**config.mk**
```make
export PLATFORM = sky130hd
export DESIGN_NAME = flash_cfg
export DESIGN_NICKNAME = d
export VERILOG_FILES = /design/src/rtl/flash_cfg_pkg.sv /design/src/rtl/spi_byte_ce.sv /design/src/rtl/flash_cfg.sv
export SDC_FILE = /design/constraint.sdc
export NUM_CORES = 1
export LEC_CHECK = 0
export CORE_ASPECT_RATIO = 0.75
export CORE_UTILIZATION = 57
export CTS_CLUSTER_DIAMETER = 50
export DETAILED_ROUTE_END_ITERATION = 10
export GPL_TIMING_DRIVEN = 0
export PLACE_DENSITY = 0.78
export SETUP_SLACK_MARGIN = 0.3
export SYNTH_ARGS = -nofsm -noshare
export SYNTH_HDL_FRONTEND = slang
export SYNTH_HIERARCHICAL = 1
export SYNTH_SLANG_ARGS = --single-unit
```
**constraint.sdc**
```tcl
create_clock -name clock -period 2.92 [get_ports clock]
set_input_delay 0.584 -clock clock [delete_from_list [all_inputs] [get_ports clock]]
set_output_delay 0.584 -clock clock [all_outputs]
set_load 0.02 [all_outputs]
```
**src/rtl/flash_cfg_pkg.sv**
```systemverilog
// flash_cfg_pkg: command bytes, state encoding and timing constants
// shared by the boot-flash settings reader.
package flash_cfg_pkg;

  localparam logic [7:0] CMD_READ = 8'h03;
  localparam logic [7:0] CMD_RDP  = 8'hAB;
  localparam logic [1:0] VGA_CODE = 2'b10;
  localparam int         TRES_CE  = 256;

  typedef enum logic [2:0] {
    IDLE,
    WAKE,
    SEL,
    XFER,
    DESEL
  } state_t;

endpackage

```
**src/rtl/spi_byte_ce.sv**
```systemverilog
// spi_byte_ce: one-byte SPI mode-0 shifter, 16 ce per byte, MSB first.
// go may be raised while idle or on the done ce to chain bytes back-to-back.
module spi_byte_ce (
  input  logic       clock,
  input  logic       reset,
  input  logic       ce,
  input  logic       go,
  input  logic [7:0] d,
  input  logic       miso,
  output logic [7:0] q,
  output logic       done,
  output logic       ck,
  output logic       mosi
);

  logic       run;
  logic [3:0] cnt;
  logic [7:0] sr;

  // done marks the ce that samples bit 0; q already includes that bit
  assign done = run && (cnt == 4'd15);
  assign q    = {sr[6:0], miso};

  always_ff @(posedge clock or negedge reset) begin
    if (!reset) begin
      run  <= 1'b0;
      cnt  <= '0;
      sr   <= '0;
      ck   <= 1'b0;
      mosi <= 1'b0;
    end else if (ce) begin
      if (run && cnt[0]) begin
        ck <= 1'b1;
        sr <= {sr[6:0], miso};
      end else begin
        ck   <= 1'b0;
        mosi <= run ? sr[7] : 1'b0;
      end
      if (go) begin
        run <= 1'b1;
        cnt <= '0;
        sr  <= d;
      end else if (run) begin
        cnt <= cnt + 4'd1;
        run <= ~done;
      end
    end
  end

endmodule

```
**src/rtl/flash_cfg.sv**
```systemverilog
// flash_cfg: reads NBYTES settings from boot flash (READ 0x03) and holds them.
// Define FLASH_CFG_WAKE_EN to prefix each read with 0xAB and a tRES wait.
module flash_cfg
  import flash_cfg_pkg::*;
#(
  parameter logic [23:0] ADDR    = 24'h00704D,
  parameter int          NBYTES  = 2,
  parameter int          VGA_IDX = 1,
  parameter bit          AUTO    = 1'b1
) (
  input  logic                clock,
  input  logic                reset,
  input  logic                ce,
  input  logic                start,
  output logic                busy,
  output logic                valid,
  output logic                cfgVga,
  output logic [8*NBYTES-1:0] cfgQ,
  output logic                fshCs,
  output logic                fshCk,
  output logic                fshMosi,
  input  logic                fshMiso
);

  localparam logic [3:0] LAST = 4'(3 + NBYTES);

  state_t st, n_st;
  logic [8*NBYTES-1:0] stg, n_stg, n_q;
  logic [3:0] bcnt, n_bcnt;
  logic n_cs, n_busy, n_valid, n_vga;
  logic armed, n_armed, req, n_req;
  logic go, done;
  logic [7:0] gd, rq;
`ifdef FLASH_CFG_WAKE_EN
  logic [1:0] wph, n_wph;
  logic [7:0] wcnt, n_wcnt;
`endif

  function automatic logic [7:0] tx_byte(input logic [3:0] i);
    case (i)
      4'd0:    tx_byte = CMD_READ;
      4'd1:    tx_byte = ADDR[23:16];
      4'd2:    tx_byte = ADDR[15:8];
      4'd3:    tx_byte = ADDR[7:0];
      default: tx_byte = 8'h00;
    endcase
  endfunction

  spi_byte_ce u_spi (
    .clock (clock),
    .reset (reset),
    .ce    (ce),
    .go    (go),
    .d     (gd),
    .miso  (fshMiso),
    .q     (rq),
    .done  (done),
    .ck    (fshCk),
    .mosi  (fshMosi)
  );

  always_comb begin
    n_st    = st;
    n_cs    = fshCs;
    n_busy  = busy;
    n_valid = valid;
    n_vga   = cfgVga;
    n_q     = cfgQ;
    n_stg   = stg;
    n_bcnt  = bcnt;
    n_armed = armed;
    n_req   = req;
    go      = 1'b0;
    gd      = 8'h00;
`ifdef FLASH_CFG_WAKE_EN
    n_wph   = wph;
    n_wcnt  = wcnt;
`endif
    // start can land between ce pulses, so it is held until the next ce
    if (start && (st == IDLE || st == DESEL))
      n_req = 1'b1;
    if (ce) begin
      n_armed = 1'b0;
      unique case (st)
        IDLE: begin
          if (req || start || armed) begin
            n_req  = 1'b0;
            n_busy = 1'b1;
`ifdef FLASH_CFG_WAKE_EN
            n_st   = WAKE;
`else
            n_st   = SEL;
`endif
          end
        end
`ifdef FLASH_CFG_WAKE_EN
        WAKE: begin
          unique case (wph)
            2'd0: begin
              n_cs  = 1'b0;
              go    = 1'b1;
              gd    = CMD_RDP;
              n_wph = 2'd1;
            end
            2'd1: if (done) n_wph = 2'd2;
            2'd2: begin
              n_cs   = 1'b1;
              n_wcnt = '0;
              n_wph  = 2'd3;
            end
            default: begin
              n_wcnt = wcnt + 8'd1;
              if (wcnt == 8'(TRES_CE - 1)) begin
                n_wph = 2'd0;
                n_st  = SEL;
              end
            end
          endcase
        end
`endif
        SEL: begin
          n_cs   = 1'b0;
          go     = 1'b1;
          gd     = CMD_READ;
          n_bcnt = '0;
          n_st   = XFER;
        end
        XFER: begin
          if (done) begin
            if (bcnt >= 4'd4)
              n_stg[(int'(bcnt) - 4)*8 +: 8] = rq;
            if (bcnt == LAST) begin
              n_st = DESEL;
            end else begin
              go     = 1'b1;
              gd     = tx_byte(bcnt + 4'd1);
              n_bcnt = bcnt + 4'd1;
            end
          end
        end
        DESEL: begin
          n_cs    = 1'b1;
          n_valid = 1'b1;
          n_busy  = 1'b0;
          n_q     = stg;
          n_vga   = (stg[VGA_IDX*8 +: 2] == VGA_CODE);
          n_st    = IDLE;
        end
        default: n_st = IDLE;
      endcase
    end
  end

  always_ff @(posedge clock or negedge reset) begin
    if (!reset) begin
      st     <= IDLE;
      fshCs  <= 1'b1;
      busy   <= 1'b0;
      valid  <= 1'b0;
      cfgVga <= 1'b0;
      cfgQ   <= '0;
      stg    <= '0;
      bcnt   <= '0;
      armed  <= AUTO;
      req    <= 1'b0;
`ifdef FLASH_CFG_WAKE_EN
      wph    <= '0;
      wcnt   <= '0;
`endif
    end else begin
      st     <= n_st;
      fshCs  <= n_cs;
      busy   <= n_busy;
      valid  <= n_valid;
      cfgVga <= n_vga;
      cfgQ   <= n_q;
      stg    <= n_stg;
      bcnt   <= n_bcnt;
      armed  <= n_armed;
      req    <= n_req;
`ifdef FLASH_CFG_WAKE_EN
      wph    <= n_wph;
      wcnt   <= n_wcnt;
`endif
    end
  end

endmodule

```
==> metrics, run 1 <==
Post-Syn Nets 269; Sw Ratio 0.299; run status finished clean; core box area 5060 µm²; Die Ht 65.9 µm; Sink Count 60; synth cell count leaders dfrtp_1, mux2_2, ha_1, mux2_4, nand2_1; leak pwr 1.79 nW; vias 2046; total wire length 5790 µm; FP Rows 22; input/output buffers 26; sequential area share after synthesis 0.484; Final nets 314; Crit path required time 3.14 ns; Worst setup SP type flop; Clock Pin Slew Worst Setup and Hold Paths 0.07 ns; Tmin final 2.56 ns; CTS Buffer Depth 2; Final Max Slew Viols 0; max_cap viols 0; Max Clock Skew 0.00558 ns; Reg power frac 0.443; Pint 1.64 mW; DR iter-0 viols 42; RSZ-0062 raised after global routing no; Netlist cell types 54; worst hold slack 0.307 ns; Synth area leader dfrtp_1; Synth warnings 6; worst-margin pin slew 0.742 ns; worst skew pair latency 0.34 ns; final setup fails 0; Via density 5.51; Psw 0.702 mW; Critical Path End Type flop; share of layout cells above drive strength 1 0.361; Max stage delay on crit path 0.54 ns; worst path arrival time 2.79 ns; synthesized area 3110 µm²; Inserted Clock Buffers 9; Pwr Density 624 nW/µm²; Crit Path Max Fanout 9; H-Tree Depth 3; I/O pin cnt 27; Starting Density 0.613; Comb pwr share 0.276; Synth async-reset ratio 1.00; Pre-antenna DRT Iters 4; most frequent cell after synthesis dfrtp_1; Period Utilization, post-route 0.877; Crit Path Category reg -> reg; Area contributors post-synth dfrtp_1, mux2_2, mux2_4; area grow syn2layout 21.1%; Placement Setup Slack -0.129 ns; die width 87.2 µm; number of enable flip-flop cells after synthesis 0; Clk pwr share 0.281; Peak VDD IR 0.265 mV; Non-Filler Instances 371; Mapped Cells 250; Final Hold Fails 0; Slew HR 0.506; CTS tree built; vias in the first global route 1922; final worst slack 0.358 ns; first-pass GRT wire length 9360 µm; Mean Syn Cell Area 12.4 µm²; # diodes 0; post-synth top area share 0.467; Clock Root Buffer clkbuf_8; fmax 390 MHz; crit path max-delay cell type or4_4; cells on worst reg2reg path 8; All-Layer GR Usage 0.223; dpl cells 349; largest net degree at the start of global routing 32; RePlAce Congestion 0.805; WL/cell 15.6 µm; Overflow after GRT 0; hold buffer count at cts 0; dpl hpwl 4040 µm; CP Cell Sequence clkbuf_4, nor2_4, nand2_1, fa_1, nand4b_1, or4_4, buf_12, mux2_4; Seq cells post-synth 60; Hold Crit Class in -> async; ys flop type dfrtp_1; drt drc 0; Final ANT Viol Nets 0; Die Area 5750 µm²; initial antenna violation count 0
routing by layer:
| layer | vias to the layer above | wire length, µm | GRT usage |
|---|---|---|---|
| met1 | 1032 | 2770 | 0.300 |
| met4 | 0 | 60 | 0.0676 |
| met2 | 33 | 2740 | 0.344 |
| met5 | - | 0 | 0 |
| met3 | 8 | 219 | 0.0749 |
| li1 | 973 | - | - |
timing repair:
item | CTS | global route
pin swaps | 1 | 0
endpoints found under the setup margin | 16 | 16
resized for setup | 6 | 9
setup buffers | 3 | 4
power groups by stage:
stage | Clock [mW] | Combinational [mW] | Sequential (mW)
after floorplan | 0 | 0.457 | 1.05
after global placement | 0 | 0.583 | 1.05
after detailed placement | 0 | 0.609 | 1.06
after CTS | 0.677 | 0.634 | 1.04
after global routing | 0.713 | 0.705 | 1.05
final | 0.659 | 0.647 | 1.04
sequential cells by signal, summed over array words and instances (netlist names):
| signal | flops |
|---|---|
| armed | 1 |
| bcnt | 4 |
| busy | 1 |
| cfgQ | 16 |
| cfgVga | 1 |
| fshCs | 1 |
| req | 1 |
| st | 3 |
| stg | 16 |
| u_spi/ck | 1 |
| u_spi/cnt | 4 |
| u_spi/mosi | 1 |
| u_spi/run | 1 |
| u_spi/sr | 8 |
| valid | 1 |
layout by cell type, fill, tap and decap left out, drive strengths merged, types with 2 or more instances in the layout:
cell type / instances
nor2: 9
a22o: 2
nor3: 2
nor2b: 6
dfrtp: 58
nand2: 13
o2bb2ai: 4
dfstp: 2
mux2: 50
and2: 3
ha: 13
nand3b: 3
clkbuf: 15
and3: 3
or2b: 2
nand4: 5
clkinvlp: 2
clkinv: 2
nand3: 6
a31oi: 2
buf: 23
clkdlybuf4s50: 25
o21ai: 8
a21oi: 7
inv: 11
worst paths after layout:
check / to / slack [ns] / start
setup / recovery: stg[12] / 0.36 / bcnt[0]
hold / removal: u_spi/cnt[2] / 0.31 / reset
setup reg to reg: stg[12] / 0.36 / bcnt[0]
hold reg to reg: valid / 0.47 / valid
max in group asynchronous: fshCs / 1.93 / reset
min in group clock: valid / 0.47 / valid
stage by stage:
stage	setup TNS (ns)	area [µm²]	power (mW)	util
floorplan	0	3110	1.51	-
global placement	-39.48	3460	1.64	0.682
detailed placement	-0.948	3470	1.67	0.685
CTS	0	3700	2.35	0.730
global route	0	3760	2.47	0.742
finish	0	3760	2.35	0.742
worst max-delay path, delay by kind of cell (launching register included):
family | cells | cell delay [ns]
simple gates | 4 | 0.96
buf+inv | 2 | 0.36
mux | 1 | 0.29
fa+ha+maj | 1 | 0.46
flops | 1 | 0.38
area by class of cell:
class,instances,area (µm²)
sequential,60,1510
multi-input combinational,161,1460
fill,360,1310
timing repair buffer,34,340
clock buffer,11,151
buffer,18,151
tap,72,90.1
inverter,11,41.3
clock inverter,4,25.0
kinds of logic after synthesis:
kind of cell               share of synthesized area
DFF                                            0.484
buffers and inverters                         0.0556
and+or+nand+nor                                0.120
AOI/OAI and AO/OA                             0.0766
other                                        0.00121
xor gates and xnor gates                     0.00282
adders and majority gates                     0.0588
muxes                                          0.200
(Power assumes the default switching activity.)
==> run 2, diff against run 1 <==
--- a/config.mk
+++ b/config.mk
@@ -6,6 +6,7 @@
 export NUM_CORES = 1
 export LEC_CHECK = 0
 export CORE_ASPECT_RATIO = 0.75
+export CORE_MARGIN = 5
 export CORE_UTILIZATION = 57
 export CTS_CLUSTER_DIAMETER = 50
 export DETAILED_ROUTE_END_ITERATION = 10
==> run 2 against run 1 <==
Cell area fell by 0.77%. Power is 0.26% higher. Clock power is 1% higher. Worst hold slack improved by 0.059 ns. Sequential power hardly changed. Maximum frequency rose by 0.76%. Combinational power decreased by 0.8%. Flip-flop and latch count did not move. Via count is 1.9% lower. Clock skew is 0.0029 ns higher. Critical endpoint is now stg[15]. Largest power group unchanged.
==> metrics, run 2 (synthesized netlist as in run 1, its figures left out) <==
Critical Path End Type flop; Tmin final 2.54 ns; max_cap viols 0; Starting Density 0.583; initial antenna violation count 0; input/output buffers 26; worst r2r src bcnt[2]; Final Max Slew Viols 0; Worst R2R End stg[15]; Top Registers cfgQ: 16 flops, stg: 16 flops, u_spi/sr: 8 flops; drt drc 0; FP Rows 23; Overflow after GRT 0; CTS tree built; final instance area 3730 µm²; # diodes 0; Clock Root Buffer clkbuf_8; die width 95.2 µm; I/O pin cnt 27; Crit. Startpoint bcnt[2]; leak pwr 1.78 nW; cells on worst reg2reg path 10; reg2reg setup slack 0.38 ns; Crit Path Max Fanout 8; Pre-antenna DRT Iters 4; worst skew pair latency 0.33 ns; Final Hold Fails 0; area grow syn2layout 20.1%; final setup fails 0; Peak VDD IR 0.357 mV; worst path arrival time 2.76 ns; Crit path required time 3.14 ns; Sink Count 60; DP Area 3480 µm²; Die Ht 73.9 µm; RePlAce Congestion 0.821; first-pass GRT wire length 9850 µm; Slew HR 0.410; final design utilization 0.701; All-Layer GR Usage 0.186; RSZ-0062 raised after global routing yes; run status finished clean; Clock Pin Slew Worst Setup and Hold Paths 0.07 ns; Crit Path Category reg -> reg; worst-margin pin slew 0.885 ns; worst hold slack 0.367 ns; largest net degree at the start of global routing 39; crit path max-delay cell type or4_4; Final nets 311; H-Tree Depth 3; critical path's top delay family simple AND/OR/NAND/NOR gates; Hold Crit Class in -> async; Buf/Inv on CP 3; Pwr Density 630 nW/µm²; Max stage delay on crit path 0.43 ns; dpl cells 352; commonest non-fill, non-tap cells in the layout dfrtp_1, mux2_2, clkdlybuf4s50_1; Final ANT Viol Nets 0; share of layout cells above drive strength 1 0.348; vias 2007; WL/cell 15.6 µm; Non-Filler Instances 371; overall power 2.35 mW; fillcell total 389; Via density 5.41; most common cell after layout, fill and taps aside dfrtp_1; CP Cell Sequence buf_6, inv_1, ha_1, nand4_1, ha_1, nor2b_1, nand4_1, or4_4, buf_8, mux2_4; Die Area 7040 µm²; Worst setup SP type flop; CTS Buffer Depth 2; Period Utilization, post-route 0.871; DR iter-0 viols 83; Max Clock Skew 0.00850 ns; total wire length 5810 µm; vias in the first global route 2015; core box area 5320 µm²; Inserted Clock Buffers 9; dpl hpwl 4130 µm; fmax 393 MHz; hold buffer count at cts 0
==> run 2: cell types whose count changed in the layout (fill, tap and decap cells not counted) <==
cell / previous run / this run
ha_1: 12 / 13
buf_8: 0 / 1
inv_2: 2 / 1
ha_4: 1 / 0
inv_1: 9 / 10
buf_12: 4 / 2
buf_16: 0 / 1
buf_4: 14 / 11
==> run 2: worst max path at each step <==
stage	depth (start not counted)	to	slack (ns)
after floorplan	11	stg[10]	0.31
after global placement	1	cfgQ[3]	-0.68
after detailed placement	10	stg[7]	-0.12
after CTS	10	stg[10]	0.32
after global routing	10	stg[14]	0.27
final	10	stg[15]	0.38
==> run 2: area by class of cell <==
type	count	area (µm²)	share of cell area
clock inverters	4	25.0	0.00671
flip-flops and latches	60	1510	0.403
inverters	11	41.3	0.0111
multi-input cells	161	1440	0.387
plain buffers	18	146	0.0392
repair buffers	31	325	0.0872
well taps	75	93.8	0.0252
clock buffers	11	151	0.0406
==> run 2: power breakdown <==
part / internal (mW) / switching (mW)
combinational: 0.355 / 0.287
sequential: 0.943 / 0.100
clock: 0.346 / 0.321
total: 1.64 / 0.708
==> run 2: timing repair <==
action / in CTS / in global routing
gates cloned: 0 / 0
resized for setup: 7 / 5
buffers inserted: 3 / 1
pin swaps: 1 / 0
endpoints found under the setup margin: 16 / 16
==> run 2: metal layers <==
metal	routed length, µm	track usage	vias to the layer above
li1	-	-	968
met1	2800	0.248	995
met2	2710	0.288	39
met3	235	0.0563	5
met4	68	0.0688	0
met5	0	0	-
==> run 2: metrics by stage <==
| step | TNS, ns | setup slack [ns] |
|---|---|---|
| after global placement | -40.04 | -0.681 |
| final | 0 | 0.377 |
| after global routing | 0 | 0.274 |
| after floorplan | 0 | 0.308 |
| after CTS | 0 | 0.318 |
| after detailed placement | -0.918 | -0.118 |
